### src/rtl/uart_prog_loader_if.sv
// Instruction-memory write port of the UART boot loader: req/gnt handshake carrying address and data.
interface uart_prog_loader_if;
  logic        req_o;
  logic        gnt_i;
  logic [31:0] addr_o;
  logic [31:0] wdata_o;

  modport master (output req_o, output addr_o, output wdata_o, input gnt_i);
  modport slave  (input req_o, input addr_o, input wdata_o, output gnt_i);
endinterface

### src/rtl/uart_prog_loader.sv
// UART boot loader: receives bytes, packs little-endian words and writes them to instruction memory.
// Optional even-parity framing and parity_err_o port are enabled by defining UART_PROG_PARITY_EN.
module uart_prog_loader #(
  parameter int unsigned CLKS_PER_BIT = 347,
  parameter logic [31:0] BASE_ADDR    = 32'h0000_0000,
  parameter logic [31:0] END_WORD     = 32'h0000_0FFF
) (
  input  logic               clk_i,
  input  logic               rst_ni,
  input  logic               prog_en_i,
  input  logic               rx_i,
  uart_prog_loader_if.master mem,
  output logic               busy_o,
  output logic               done_o,
  output logic               frame_err_o,
  output logic               overrun_o
`ifdef UART_PROG_PARITY_EN
  ,
  output logic               parity_err_o
`endif
);

  localparam logic [15:0] HALF_C = 16'(CLKS_PER_BIT / 2);
  localparam logic [15:0] LAST_C = 16'(CLKS_PER_BIT - 1);

  typedef enum logic [2:0] {
    R_IDLE   = 3'd0,
    R_START  = 3'd1,
    R_DATA   = 3'd2,
    R_PARITY = 3'd3,
    R_STOP   = 3'd4
  } rx_state_e;

  typedef enum logic [1:0] {
    IDLE  = 2'd0,
    RECV  = 2'd1,
    WRITE = 2'd2,
    DONE  = 2'd3
  } top_state_e;

`ifdef UART_PROG_PARITY_EN
  function automatic logic even_parity(input logic [7:0] data);
    return ^data;
  endfunction
`endif

  logic        rx_meta_r, rx_sync_r, rx_prev_r;
  rx_state_e   rx_state_r, rx_state_s;
  logic [15:0] cnt_r;
  logic [2:0]  bit_idx_r;
  logic [7:0]  shift_r, byte_r;
  logic        byte_vld_r;
  logic        cnt_hit_s, bit_smp_s, byte_ok_s, frame_bad_s;
`ifdef UART_PROG_PARITY_EN
  logic        par_smp_s, parity_bad_s, par_bad_r;
`endif

  top_state_e  state_r, state_s;
  logic        prog_en_prev_r, prog_rise_s, start_s, grant_s, word_done_s;
  logic [1:0]  lane_r;
  logic [23:0] word_r;
  logic [31:0] word_s;

  // The start bit is judged at mid-bit; every later bit is one full bit period apart.
  assign cnt_hit_s   = (rx_state_r == R_START) ? (cnt_r == HALF_C) : (cnt_r == LAST_C);
  assign prog_rise_s = prog_en_i & ~prog_en_prev_r;
  assign start_s     = prog_rise_s & ((state_r == IDLE) | (state_r == DONE));
  assign grant_s     = mem.req_o & mem.gnt_i;
  assign word_done_s = byte_vld_r & (lane_r == 2'd3);
  assign word_s      = {byte_r, word_r};

  // Two-flop synchronizer plus one delayed copy for falling-edge detection.
  always_ff @(posedge clk_i or negedge rst_ni) begin
    if (!rst_ni) begin
      rx_meta_r <= 1'b1;
      rx_sync_r <= 1'b1;
      rx_prev_r <= 1'b1;
    end else begin
      rx_meta_r <= rx_i;
      rx_sync_r <= rx_meta_r;
      rx_prev_r <= rx_sync_r;
    end
  end

  // RX bit FSM next state and sampling strobes.
  always_comb begin
    rx_state_s  = rx_state_r;
    bit_smp_s   = 1'b0;
    byte_ok_s   = 1'b0;
    frame_bad_s = 1'b0;
`ifdef UART_PROG_PARITY_EN
    par_smp_s    = 1'b0;
    parity_bad_s = 1'b0;
`endif
    if (busy_o) begin
      case (rx_state_r)
        R_IDLE: begin
          if (rx_prev_r && !rx_sync_r) rx_state_s = R_START;
          else                         rx_state_s = R_IDLE;
        end
        R_START: begin
          if (cnt_hit_s) rx_state_s = rx_sync_r ? R_IDLE : R_DATA;
          else           rx_state_s = R_START;
        end
        R_DATA: begin
          if (cnt_hit_s) begin
            bit_smp_s = 1'b1;
            if (bit_idx_r == 3'd7) begin
`ifdef UART_PROG_PARITY_EN
              rx_state_s = R_PARITY;
`else
              rx_state_s = R_STOP;
`endif
            end else begin
              rx_state_s = R_DATA;
            end
          end else begin
            rx_state_s = R_DATA;
          end
        end
`ifdef UART_PROG_PARITY_EN
        R_PARITY: begin
          if (cnt_hit_s) begin
            par_smp_s  = 1'b1;
            rx_state_s = R_STOP;
          end else begin
            rx_state_s = R_PARITY;
          end
        end
`endif
        R_STOP: begin
          if (cnt_hit_s) begin
            rx_state_s = R_IDLE;
            if (!rx_sync_r) frame_bad_s = 1'b1;
`ifdef UART_PROG_PARITY_EN
            else if (par_bad_r) parity_bad_s = 1'b1;
`endif
            else byte_ok_s = 1'b1;
          end else begin
            rx_state_s = R_STOP;
          end
        end
        default: rx_state_s = R_IDLE;
      endcase
    end else begin
      rx_state_s = R_IDLE;
    end
  end

  // RX state register.
  always_ff @(posedge clk_i or negedge rst_ni) begin
    if (!rst_ni) rx_state_r <= R_IDLE;
    else         rx_state_r <= rx_state_s;
  end

  // Bit timing counter, shift register and received-byte strobe.
  always_ff @(posedge clk_i or negedge rst_ni) begin
    if (!rst_ni) begin
      cnt_r      <= 16'd0;
      bit_idx_r  <= 3'd0;
      shift_r    <= 8'd0;
      byte_r     <= 8'd0;
      byte_vld_r <= 1'b0;
`ifdef UART_PROG_PARITY_EN
      par_bad_r  <= 1'b0;
`endif
    end else begin
      if (rx_state_r == R_IDLE || cnt_hit_s || !busy_o) cnt_r <= 16'd0;
      else                                              cnt_r <= cnt_r + 16'd1;
      if (rx_state_r == R_START) bit_idx_r <= 3'd0;
      else if (bit_smp_s)        bit_idx_r <= bit_idx_r + 3'd1;
      if (bit_smp_s) shift_r <= {rx_sync_r, shift_r[7:1]};
      byte_vld_r <= byte_ok_s;
      if (byte_ok_s) byte_r <= shift_r;
`ifdef UART_PROG_PARITY_EN
      if (rx_state_r == R_START) par_bad_r <= 1'b0;
      else if (par_smp_s)        par_bad_r <= rx_sync_r ^ even_parity(shift_r);
`endif
    end
  end

  // Top session FSM next state.
  always_comb begin
    state_s = state_r;
    case (state_r)
      IDLE: begin
        if (prog_rise_s) state_s = RECV;
        else             state_s = IDLE;
      end
      RECV: begin
        if (!prog_en_i)       state_s = IDLE;
        else if (word_done_s) state_s = (word_s == END_WORD) ? DONE : WRITE;
        else                  state_s = RECV;
      end
      WRITE: begin
        if (grant_s) state_s = prog_en_i ? RECV : IDLE;
        else         state_s = WRITE;
      end
      DONE: begin
        if (prog_rise_s) state_s = RECV;
        else             state_s = DONE;
      end
      default: state_s = IDLE;
    endcase
  end

  // Top state register.
  always_ff @(posedge clk_i or negedge rst_ni) begin
    if (!rst_ni) state_r <= IDLE;
    else         state_r <= state_s;
  end

  // Registered bus outputs, status and word assembly.
  always_ff @(posedge clk_i or negedge rst_ni) begin
    if (!rst_ni) begin
      prog_en_prev_r <= 1'b0;
      busy_o         <= 1'b0;
      done_o         <= 1'b0;
      mem.req_o      <= 1'b0;
      mem.addr_o     <= BASE_ADDR;
      mem.wdata_o    <= 32'd0;
      lane_r         <= 2'd0;
      word_r         <= 24'd0;
    end else begin
      prog_en_prev_r <= prog_en_i;
      busy_o         <= (state_s == RECV) || (state_s == WRITE);
      done_o         <= (state_s == DONE);
      mem.req_o      <= (state_s == WRITE);
      if (state_r == RECV && state_s == WRITE) mem.wdata_o <= word_s;
      if (start_s)      mem.addr_o <= BASE_ADDR;
      else if (grant_s) mem.addr_o <= mem.addr_o + 32'd4;
      // A word finishing during WRITE still wraps the lane so framing stays aligned.
      if (start_s || state_s == IDLE) begin
        lane_r <= 2'd0;
      end else if (byte_vld_r) begin
        lane_r <= lane_r + 2'd1;
        case (lane_r)
          2'd0:    word_r[7:0]   <= byte_r;
          2'd1:    word_r[15:8]  <= byte_r;
          2'd2:    word_r[23:16] <= byte_r;
          default: word_r        <= word_r;
        endcase
      end
    end
  end

  // Sticky error flags, cleared at each session start.
  always_ff @(posedge clk_i or negedge rst_ni) begin
    if (!rst_ni) begin
      frame_err_o  <= 1'b0;
      overrun_o    <= 1'b0;
`ifdef UART_PROG_PARITY_EN
      parity_err_o <= 1'b0;
`endif
    end else if (start_s) begin
      frame_err_o  <= 1'b0;
      overrun_o    <= 1'b0;
`ifdef UART_PROG_PARITY_EN
      parity_err_o <= 1'b0;
`endif
    end else begin
      if (frame_bad_s) frame_err_o <= 1'b1;
      if (state_r == WRITE && word_done_s) overrun_o <= 1'b1;
`ifdef UART_PROG_PARITY_EN
      if (parity_bad_s) parity_err_o <= 1'b1;
`endif
    end
  end

endmodule

### src/flat_wrapper.sv
// flat-port wrapper written by rule: the top's interface ports become plain ports
module uart_prog_loader_flat 
#(
  parameter int unsigned CLKS_PER_BIT = 347,
  parameter logic [31:0] BASE_ADDR    = 32'h0000_0000,
  parameter logic [31:0] END_WORD     = 32'h0000_0FFF
)
  (clk_i, rst_ni, prog_en_i, rx_i, busy_o, done_o, frame_err_o, overrun_o, mem_req_o, mem_addr_o, mem_wdata_o, mem_gnt_i);
  uart_prog_loader_if mem_i ();
  input  logic clk_i;
  input  logic rst_ni;
  input  logic prog_en_i;
  input  logic rx_i;
  output logic busy_o;
  output logic done_o;
  output logic frame_err_o;
  output logic overrun_o;
  output wire logic [$bits(mem_i.req_o)-1:0] mem_req_o;
  output wire logic [$bits(mem_i.addr_o)-1:0] mem_addr_o;
  output wire logic [$bits(mem_i.wdata_o)-1:0] mem_wdata_o;
  input wire logic [$bits(mem_i.gnt_i)-1:0] mem_gnt_i;
  assign mem_req_o = mem_i.req_o;
  assign mem_addr_o = mem_i.addr_o;
  assign mem_wdata_o = mem_i.wdata_o;
  assign mem_i.gnt_i = mem_gnt_i;
  uart_prog_loader #(.CLKS_PER_BIT(CLKS_PER_BIT), .BASE_ADDR(BASE_ADDR), .END_WORD(END_WORD)) u_core (.clk_i(clk_i), .rst_ni(rst_ni), .prog_en_i(prog_en_i), .rx_i(rx_i), .mem(mem_i), .busy_o(busy_o), .done_o(done_o), .frame_err_o(frame_err_o), .overrun_o(overrun_o));
endmodule
### config.mk
export PLATFORM = sky130hd
export DESIGN_NAME = uart_prog_loader_flat
export DESIGN_NICKNAME = d
export VERILOG_FILES = /design/src/rtl/uart_prog_loader_if.sv /design/src/rtl/uart_prog_loader.sv /design/src/flat_wrapper.sv
export SDC_FILE = /design/constraint.sdc
export NUM_CORES = 1
export LEC_CHECK = 0
export BUFFER_PORTS_ARGS = -buffer_cell sky130_fd_sc_hd__buf_2
export CAP_MARGIN = 10
export CORE_MARGIN = 8
export CORE_UTILIZATION = 40
export DETAILED_ROUTE_END_ITERATION = 8
export PLACE_DENSITY = 0.67
export SLEW_MARGIN = 25
export SYNTH_ARGS = -nofsm -noshare
export SYNTH_HDL_FRONTEND = slang
export SYNTH_SLANG_ARGS = --single-unit
### constraint.sdc
create_clock -name clk_i -period 4.9 [get_ports clk_i]
set_input_delay 1.47 -clock clk_i [delete_from_list [all_inputs] [get_ports clk_i]]
set_output_delay 1.47 -clock clk_i [all_outputs]
set_load 0.02 [all_outputs]
==> run_results.csv, run 1 <==
group,metric,value,unit
run_status,run_status,"finished clean",
global_routing,grt_pass1_vias,4232,
layout,drive_gt1_share,32.6,%
logic_synthesis,synth_most_common_cell,"dfrtp_1",
logic_synthesis,async_flop_share,100,%
clock_network,clock_latency,0.42,ns
run,drv_cap,0,
logic_synthesis,synthMuxAreaShare,14.0,%
global_routing,grt_overflow,0,
logic_synthesis,syn_area,0.00602,sq mm
logic_synthesis,synth_ff_type,"dfrtp_1",
clock_network,cts_max_path_buffers,2,
drt,via_per_inst,5.22,
critical_path,crit_start,"u_core.word_r[13]",
hold_path,min_to,"u_core.rx_sync_r",
layout,diodes,0,
power_and_ir_drop,powerDensity,350,mW/mm^2
critical_path,cp-start-kind,"register",
logic_synthesis,synth-compound-area-share,3.34,%
floorplanning,initial_core_util,40.2,%
critical_path,end_kind,"register",
layout,nets,593,
hold_path,min_delay_path_depth,0,
logic_synthesis,synth_common_cells,"dfrtp_1, mux2_2, nor2_1",
logic_synthesis,synth_top_family_by_area,"simple AND/OR/NAND/NOR gates",
global_routing,grt_use_total,13.9,%
floorplanning,die_area,0.0192,sq mm
critical_path,worstPathRequired,5.20,ns
critical_path,critPathKind,"reg -> reg",
power_and_ir_drop,p_leak,3.60,nW
logic_synthesis,ys_seq_elements,138,
clock_network,cts_max_level,4,
clock_network,cts_tree,"built",
logic_synthesis,synthCells,492,
drt,drc,0,
logic_synthesis,synth_xor_area_share,5.53,%
drt,ant_nets,0,
global_routing,grt_pass1_wl,21600,um
clock_network,numCtsBuffers,17,
global_routing,grt_max_degree,128,
clock_network,clockRootBuffer,"clkbuf_16",
power_and_ir_drop,p_total,2.52,mW
clock_network,cts.repair.resized,0,
critical_path,r2r_cells,9,
clock_network,clkTransAtPathRegs,0.06,ns
hold_path,hp-class,"reg -> reg",
sta,tns,0,ns
clock_network,cts_hold_buf,0,
sta,slew_headroom,52.2,%
clock_network,post_cts_buffers,0,
drt,routed_wirelength,12500,um
logic_synthesis,yosysTopAreaCellShare,56.1,%
place,gp_congestion,0.811,
floorplanning,die_h,139,um
logic_synthesis,synthSimpleGateAreaFrac,14.7,%
logic_synthesis,syn_area_per_cell,12.2,sq um
sta,worst_pin_slew,0.716,ns
sta,min_period,3.34,ns
power_and_ir_drop,peakVddDrop,0.250,mV
critical_path,crit_fanout,8,
logic_synthesis,ys_seq_area_share,57.4,%
layout,area_growth_syn_to_layout,19.4,%
floorplanning,io_pins,74,
sta,period_share,68.1,%
logic_synthesis,synth_cell_types,46,
place,dp_hpwl,8550,um
sta,timing.final.max_slew_violations,0,
place,portBuffers,71,
logic_synthesis,synth_edf_count,0,
floorplanning,die_x,139,um
sta,rsz0062_at_grt,"false",
floorplanning,core,0.0150,sq mm
critical_path,critPathArrivalTime,3.64,ns
floorplanning,rows,45,
critical_path,rr_startpoint,"u_core.word_r[13]",
drt,drt_iter0_drc,172,
sta,worst_clock_skew,0.00872,ns
drt,dr.pass1.iters,5,
global_routing,antenna_found_initial,0,
drt,via_count,4041,
critical_path,rr_endpoint,"u_core.word_r[0]",
drt,wl_per_cell,16.2,um
logic_synthesis,synth_area_leader_cell,"dfrtp_1",
clock_network,clock_sinks,138,
logic_synthesis,yosysWarningCount,0,
hold_path,hp-start,"u_core.rx_meta_r",
critical_path,r2r_slack,1.56,ns
sta,setup_violations,0,
sta,report.final.hold_viol_count,0,
sta,fmax,0.300,GHz
logic_synthesis,synthTopCellsByArea,"dfrtp_1, mux2_2, xor2_1",
logic_synthesis,synthAdderAreaFrac,3.12,%
how the worst max path moves through the flow:
stage / to / slack [ns] / cells after the start
after floorplan: u_core.word_r[0] / 1.65 / 8
final: u_core.word_r[0] / 1.56 / 9
after detailed placement: u_core.word_r[13] / 1.32 / 9
after global routing: u_core.word_r[15] / 1.38 / 9
after global placement: u_core.word_r[8] / 1.42 / 9
after CTS: u_core.word_r[13] / 1.56 / 9
state kept, by name, summed over array words and instances (netlist names), 3 cells and up:
signal,flops
u_core.mem.wdata_o,32
u_core.mem.addr_o,30
u_core.word_r,24
u_core.cnt_r,16
u_core.byte_r,8
u_core.shift_r,8
u_core.bit_idx_r,3
u_core.rx_state_r,3
report_power, final:
group	internal (mW)	switching, mW
Combinational	0.0414	0.0934
Clock	0.713	0.494
Sequential	1.15	0.0214
through the flow:
step                      worst slack, ns  hold slack (ns)  cells  util (%)  instance area, sq um
after floorplan                      1.65            0.345    493         -                  6030
after global placement               1.42            0.346    741      44.0                  6590
after detailed placement             1.32            0.348    741      44.0                  6590
after CTS                            1.56            0.357    773      47.8                  7150
after global routing                 1.38            0.363    774      48.0                  7190
final                                1.56            0.356    774      48.0                  7190
cell families (layout without fill, tap and decap cells):
kind of cell             count (synthesis)  after routing
other                                    1              2
flip-flops                             138            138
buffers and inverters                   26            119
multiplexers                            75             75
XOR/XNOR                                38             38
adder cells (fa/ha/maj)                 15             15
AO/OA/AOI/OAI                           32             32
AND/OR/NAND/NOR                        167            167
worst max-delay path, stage by stage, from the launching register on:
cell and delay [ns]:
dfrtp_1 0.40, or4b_1 0.54, or4_1 0.51, o211ai_1 0.26, a31oi_1 0.15, a21o_1 0.19
ha_1 0.22, nor2_1 0.21, nand3_1 0.35, mux2_2 0.39
per-layer routing:
layer	wire [um]	GRT usage, %	part of all wire, %	vias up
li1	-	-	-	1901
met1	5610	17.1	45	2037
met2	6140	22.1	49	81
met3	558	4.85	4.5	22
met4	223	5.14	1.8	0
met5	0	0	0	-
layout by cell type (no fill, tap or decap), drive strengths merged, types with 3 or more instances in the layout:
master    netlist  layout
and2            4       4
xnor2          10      10
or3             6       6
nor2           47      47
buf             9      76
mux2i           3       3
nor3b           3       3
xor2           28      28
ha             15      15
nor4            8       8
dfstp           3       3
clkinvlp        0       5
and4            4       4
nand2          29      29
a31oi           3       3
mux2           72      72
nand3          24      24
a21oi          12      12
clkinv          0       5
dfrtp         135     135
o21ai          10      10
and3            8       8
nor3            5       5
nand4          16      16
nor4b           3       3
clkbuf          6      19
inv            11      13
layout make-up:
type / instances / area (sq um)
clock inverter: 13 / 121
sequential: 138 / 3460
inverter: 11 / 41.3
fill: 1355 / 7780
clock buffer: 19 / 443
tap: 188 / 235
multi-input combinational: 329 / 2470
timing repair buffer: 76 / 423
Power figures use the tool's default switching activity.
==> inputs of run 2 (changes only) <==
Settings changed: ABC_AREA set to 1, PLACE_DENSITY 0.67 to 0.68.
Clock period 4.9 ns to 2.78 ns, I/O delays scaled along.
==> run_results.csv, run 2 <==
group,metric,value,unit
power_and_ir_drop,p_switching,1.14,mW
critical_path,worstPathRequired,3.08,ns
drt,routed_wirelength,14900,um
layout,area_growth_syn_to_layout,19.8,%
logic_synthesis,synth_area_leader_cell,"dfrtp_1",
critical_path,critPathTopFamily,"simple AND/OR/NAND/NOR gates",
critical_path,rr_endpoint,"u_core.word_r[3]",
layout,diodes,0,
logic_synthesis,ys_seq_elements,138,
floorplanning,io_pins,74,
layout,nets,907,
global_routing,grt_overflow,0,
global_routing,grt_pass1_wl,24800,um
power_and_ir_drop,p_leak,3.94,nW
hold_path,hp-start,"u_core.rx_meta_r",
power_and_ir_drop,power_frac_comb,8.0,%
critical_path,crit_start,"u_core.word_r[17]",
global_routing,grt_pass1_vias,5033,
sta,slew_headroom,61.6,%
clock_network,numCtsBuffers,17,
run,drv_cap,0,
layout,top_regs,"u_core.mem.wdata_o (32), u_core.mem.addr_o (30), u_core.word_r (24)",
layout,drive_gt1_share,17.0,%
logic_synthesis,synth_cell_types,40,
logic_synthesis,ys_seq_area_share,52.7,%
logic_synthesis,synth_xor_area_share,0.802,%
drt,wl_per_cell,13.3,um
sta,setup_violations,0,
sta,report.final.hold_viol_count,0,
global_routing,grt_max_degree,61,
critical_path,cp_slowest_cell,"dfrtp_1",
logic_synthesis,synth-compound-area-share,9.70,%
layout,regMostFlops,"u_core.mem.wdata_o",
clock_network,clock_sinks,138,
place,dp_hpwl,10900,um
clock_network,cts_max_level,4,
logic_synthesis,synth_edf_count,0,
drt,via_per_inst,4.77,
floorplanning,die_h,144,um
logic_synthesis,syn_area,0.00655,sq mm
logic_synthesis,synthAdderAreaFrac,2.86,%
power_and_ir_drop,peakVddDrop,0.485,mV
sta,fin_ws,0.352,ns
sta,timing.final.max_slew_violations,0,
critical_path,r2r_slack,0.35,ns
logic_synthesis,synthTopCellsByArea,"dfrtp_1, nand2_1, inv_1",
critical_path,r2r_cells,18,
sta,worst_pin_slew,0.571,ns
layout,ff_latch_area,0.00346,sq mm
critical_path,critPathArrivalTime,2.73,ns
logic_synthesis,synth_top_family_by_area,"simple AND/OR/NAND/NOR gates",
place,place_ws,-0.164,ns
drt,dr.pass1.iters,5,
power_and_ir_drop,clkPwrFrac,45.4,%
logic_synthesis,synth_common_cells,"nand2_1, dfrtp_1, inv_1",
critical_path,rr_startpoint,"u_core.word_r[17]",
logic_synthesis,synthCells,794,
drt,drc,0,
critical_path,max_stage_delay,0.36,ns
sta,rsz0062_at_grt,"false",
logic_synthesis,async_flop_share,100,%
floorplanning,die_x,144,um
sta,min_period,2.43,ns
clock_network,clock_latency,0.42,ns
critical_path,crit_fanout,7,
global_routing,antenna_found_initial,1,
layout,fill_cells,1567,
layout,layout_commonest_cell,"nand2_1",
layout,final_cell_mix,"nand2_1, dfrtp_1, inv_1, nor2_1, o21ai_0",
logic_synthesis,yosysTopAreaCellShare,51.5,%
logic_synthesis,yosysWarningCount,0,
global_routing,grt_use_total,15.2,%
power_and_ir_drop,seqPwrFrac,46.6,%
critical_path,crit_buf_inv,4,
sta,worst_clock_skew,0.00799,ns
power_and_ir_drop,p_sw_share,25.3,%
clock_network,clockRootBuffer,"clkbuf_16",
floorplanning,die_area,0.0207,sq mm
run_status,run_status,"finished clean",
layout,multi_input_area,0.00259,sq mm
layout,largest_reg_flops,32,
clock_network,cts_max_path_buffers,2,
critical_path,crit_chain,"inv_1, nand2_1, nor3_1, nand2_1, nor2_1, nand2_1, nand2_1, nand2_1, nand2_1, o21ai_0, ha_1, inv_1, nand2_1, inv_1, nand2_2, nor2_4, buf_4, o21ai_0",
place,portBuffers,71,
floorplanning,initial_core_util,40.2,%
layout,utilization,48.2,%
critical_path,cp-start-kind,"register",
hold_path,min_to,"u_core.rx_sync_r",
hold_path,min_delay_path_depth,0,
logic_synthesis,synth_ff_type,"dfrtp_1",
clock_network,cts_tree,"built",
clock_network,clkTransAtPathRegs,0.06,ns
power_and_ir_drop,p_int,3.37,mW
critical_path,crit_top_cell,"nand2_1",
floorplanning,rows,47,
place,gp_congestion,0.853,
logic_synthesis,synth_most_common_cell,"nand2_1",
drt,drt_iter0_drc,301,
critical_path,critPathKind,"reg -> reg",
floorplanning,core,0.0163,sq mm
power_and_ir_drop,powerDensity,575,mW/mm^2
critical_path,end_kind,"register",
logic_synthesis,syn_area_per_cell,8.25,sq um
drt,ant_nets,0,
sta,period_share,87.4,%
logic_synthesis,synthSimpleGateAreaFrac,25.0,%
hold_path,hp-class,"reg -> reg",
drt,via_count,5335,
sta,fmax,0.412,GHz
logic_synthesis,synthMuxAreaShare,0.687,%
## run 2: how the worst max path moves through the flow
stage                                  end  slack [ns]  cells past startpoint
floorplan           u_core.mem.wdata_o[26]        0.30                      9
global placement          u_core.word_r[6]       -0.04                     13
detailed placement        u_core.word_r[2]       -0.16                     13
CTS                       u_core.word_r[1]        0.13                     18
global route             u_core.word_r[11]        0.07                     18
finish                    u_core.word_r[3]        0.35                     18
## run 2: metrics by stage
stage	hold slack, ns	instances	cell area [sq um]	power [mW]	setup TNS (ns)
after floorplan	0.345	795	6560	2.35	0
after CTS	0.355	1115	7790	4.57	0
after global placement	0.346	1084	7240	2.49	-0.353
after detailed placement	0.347	1084	7240	2.50	-3.13
final	0.354	1119	7850	4.51	0
after global routing	0.359	1119	7850	4.69	0
## run 2: layout make-up
cell class,count,area share (%)
Sequential cell,138,44.0
Multi-Input combinational cell,522,33.1
Timing Repair Buffer,91,7.00
Inverter,117,5.59
Clock buffer,18,5.47
Tap cell,220,3.51
Clock inverter,13,1.35
## run 2: repair_timing
item,CTS,global route
hold buffers,0,0
pin swaps,0,2
endpoints found under the setup margin,24,24
gates resized for setup,3,5
hold endpoints to repair,0,0
buffers inserted,0,4
## run 2: cell families after synthesis
family                     after synthesis
AOI/OAI and AO/OA                      118
xor gates and xnor gates                 6
adders and majority gates               15
buffers and inverters                  135
DFF                                    138
muxes                                    4
other                                    1
and+or+nand+nor                        377
## run 2: power by group through the flow
stage	clock [mW]	combinational, mW	sequential (mW)
3_5_place_dp	0	0.365	2.14
2_1_floorplan	0	0.194	2.16
6_report	2.05	0.360	2.10
5_1_grt	2.17	0.414	2.11
3_3_place_gp	0	0.359	2.14
4_1_cts	2.10	0.366	2.10
## run 2: worst register-to-register path: cells and delay by family, from the launching register on
family,cells,cell delay (ns)
flops,1,0.36
simple gates,11,1.12
fa+ha+maj,1,0.23
compound gates,2,0.21
buf+inv,4,0.38
## run 2: layer usage
| metal | GRT usage, % | wire, um |
|---|---|---|
| met5 | 0 | 9 |
| met4 | 5.98 | 249 |
| met3 | 3.63 | 659 |
| met2 | 24.4 | 7230 |
| met1 | 19.4 | 6750 |
==> inputs of run 3 (changes only) <==
Settings changed: PLACE_DENSITY 0.68 to not set.
==> run_results.csv, run 3 (synthesized netlist as in run 2, its figures left out) <==
group,metric,value,unit
run_status,run_status,"finished clean",
clock_network,clock_sinks,138,
sta,fmax,0.380,GHz
layout,nets,902,
layout,final_cell_mix,"nand2_1, dfrtp_1, inv_1, nor2_1, o21ai_0",
sta,rsz0062_at_grt,"true",
sta,min_period,2.63,ns
clock_network,cts_max_level,4,
floorplanning,die_h,144,um
sta,period_share,94.7,%
sta,worst_clock_skew,0.00773,ns
place,dp_hpwl,11000,um
critical_path,worstPathRequired,3.13,ns
clock_network,cts_tree,"built",
global_routing,grt_pass1_vias,5068,
drt,ant_nets,0,
drt,via_per_inst,4.76,
critical_path,crit_fanout,16,
power_and_ir_drop,powerDensity,621,mW/mm^2
power_and_ir_drop,p_total,4.90,mW
sta,worst_pin_slew,0.547,ns
layout,fill_cells,1600,
critical_path,end_kind,"register",
power_and_ir_drop,p_leak,3.97,nW
floorplanning,initial_core_util,40.2,%
drt,wl_per_cell,13.4,um
layout,instances_no_fill,1115,
clock_network,clockRootBuffer,"clkbuf_16",
drt,drt_iter0_drc,363,
clock_network,clock_latency,0.43,ns
place,gp_congestion,0.851,
clock_network,clkTransAtPathRegs,0.06,ns
clock_network,cts_max_path_buffers,2,
drt,via_count,5303,
floorplanning,io_pins,74,
floorplanning,die_area,0.0207,sq mm
clock_network,post_cts_buffers,0,
sta,report.final.hold_viol_count,0,
clock_network,numCtsBuffers,17,
layout,diodes,0,
floorplanning,core,0.0163,sq mm
hold_path,hp-class,"in -> async",
critical_path,critPathArrivalTime,2.98,ns
global_routing,grt_max_degree,57,
power_and_ir_drop,peakVddDrop,0.457,mV
place,place_inst,1083,
layout,area_growth_syn_to_layout,20.4,%
critical_path,cp-start-kind,"register",
sta,setup_violations,0,
global_routing,antenna_found_initial,0,
critical_path,critPathKind,"reg -> reg",
sta,slew_headroom,63.2,%
floorplanning,die_x,144,um
run,drv_cap,0,
drt,dr.pass1.iters,5,
global_routing,grt_use_total,15.5,%
global_routing,grt_overflow,0,
place,portBuffers,71,
layout,layout_commonest_cell,"nand2_1",
drt,drc,0,
sta,tns,0,ns
floorplanning,rows,47,
critical_path,r2r_slack,0.15,ns
critical_path,r2r_cells,18,
layout,utilization,48.4,%
sta,timing.final.max_slew_violations,0,
drt,routed_wirelength,15000,um
layout,regMostFlops,"u_core.mem.wdata_o",
layout,drive_gt1_share,16.6,%
global_routing,grt_pass1_wl,25100,um
layout,largest_reg_flops,32,
layout,top_regs,"u_core.mem.wdata_o (32), u_core.mem.addr_o (30), u_core.word_r (24)",
-- run 3: changes by cell type in the layout (fill, tap and decap cells not counted), sizes merged --
cell	before	now
buf	91	86
bufinv	1	4
clkinv	7	3
clkbuf	18	17
inv	117	123
clkinvlp	5	2
-- run 3: path summary, 6_finish.rpt --
| kind | start | to |
|---|---|---|
| min reg2reg | u_core.rx_meta_r | u_core.rx_sync_r |
| min | rst_ni | u_core.mem.wdata_o[30] |
| max reg2reg | u_core.byte_r[5] | u_core.word_r[4] |
| max | u_core.byte_r[5] | u_core.word_r[4] |
| min in group clk_i | u_core.rx_meta_r | u_core.rx_sync_r |
| max in group asynchronous | rst_ni | u_core.mem.addr_o[10] |
-- run 3: power breakdown --
| part | internal (mW) | switching [mW] |
|---|---|---|
| sequential | 2.05 | 0.0460 |
| clock | 1.52 | 0.922 |
| combinational | 0.102 | 0.253 |
| total | 3.68 | 1.22 |
-- run 3: repair_timing --
item	in CTS	in global routing
gates resized for setup	0	4
hold buffers	0	0
setup endpoints to repair	17	25
-- run 3: area by class of cell --
class                      count  area, sq um  area share [%]
clock buffer                  17          425            5.39
clock inverter                15          213            2.70
inverter                     117          439            5.57
multi-input combinational    522         2580            32.7
sequential                   138         3460            43.8
tap                          220          275            3.49
timing repair buffer          86          499            6.33
-- run 3: critical path: stages, from the launching register on --
cell and delay (ns):
dfrtp_1 0.38, inv_1 0.11, nand2_1 0.07, nor3_1 0.25, nand2_1 0.09, nor2_1 0.09
nand2_1 0.08, nand2_1 0.07, nand2_1 0.06, nand2_1 0.05, o21ai_0 0.13, ha_1 0.23
inv_1 0.05, nand2_1 0.06, inv_1 0.08, nand2_1 0.13, nor2_2 0.44, nand2_1 0.11
o21ai_0 0.09
-- run 3: routing by layer --
layer	wire, um	GRT usage [%]
met2	7110	24.8
met3	615	4.13
met5	0	0
met1	7020	19.9
met4	226	5.53
-- run 3: per-stage QoR --
stage	setup WS, ns	area [sq um]	hold slack [ns]
after floorplan	0.303	6560	0.345
after global placement	-0.0429	7240	0.347
after detailed placement	-0.109	7240	0.349
after CTS	-0.0425	7880	0.313
after global routing	-0.188	7890	0.324
final	0.148	7890	0.305
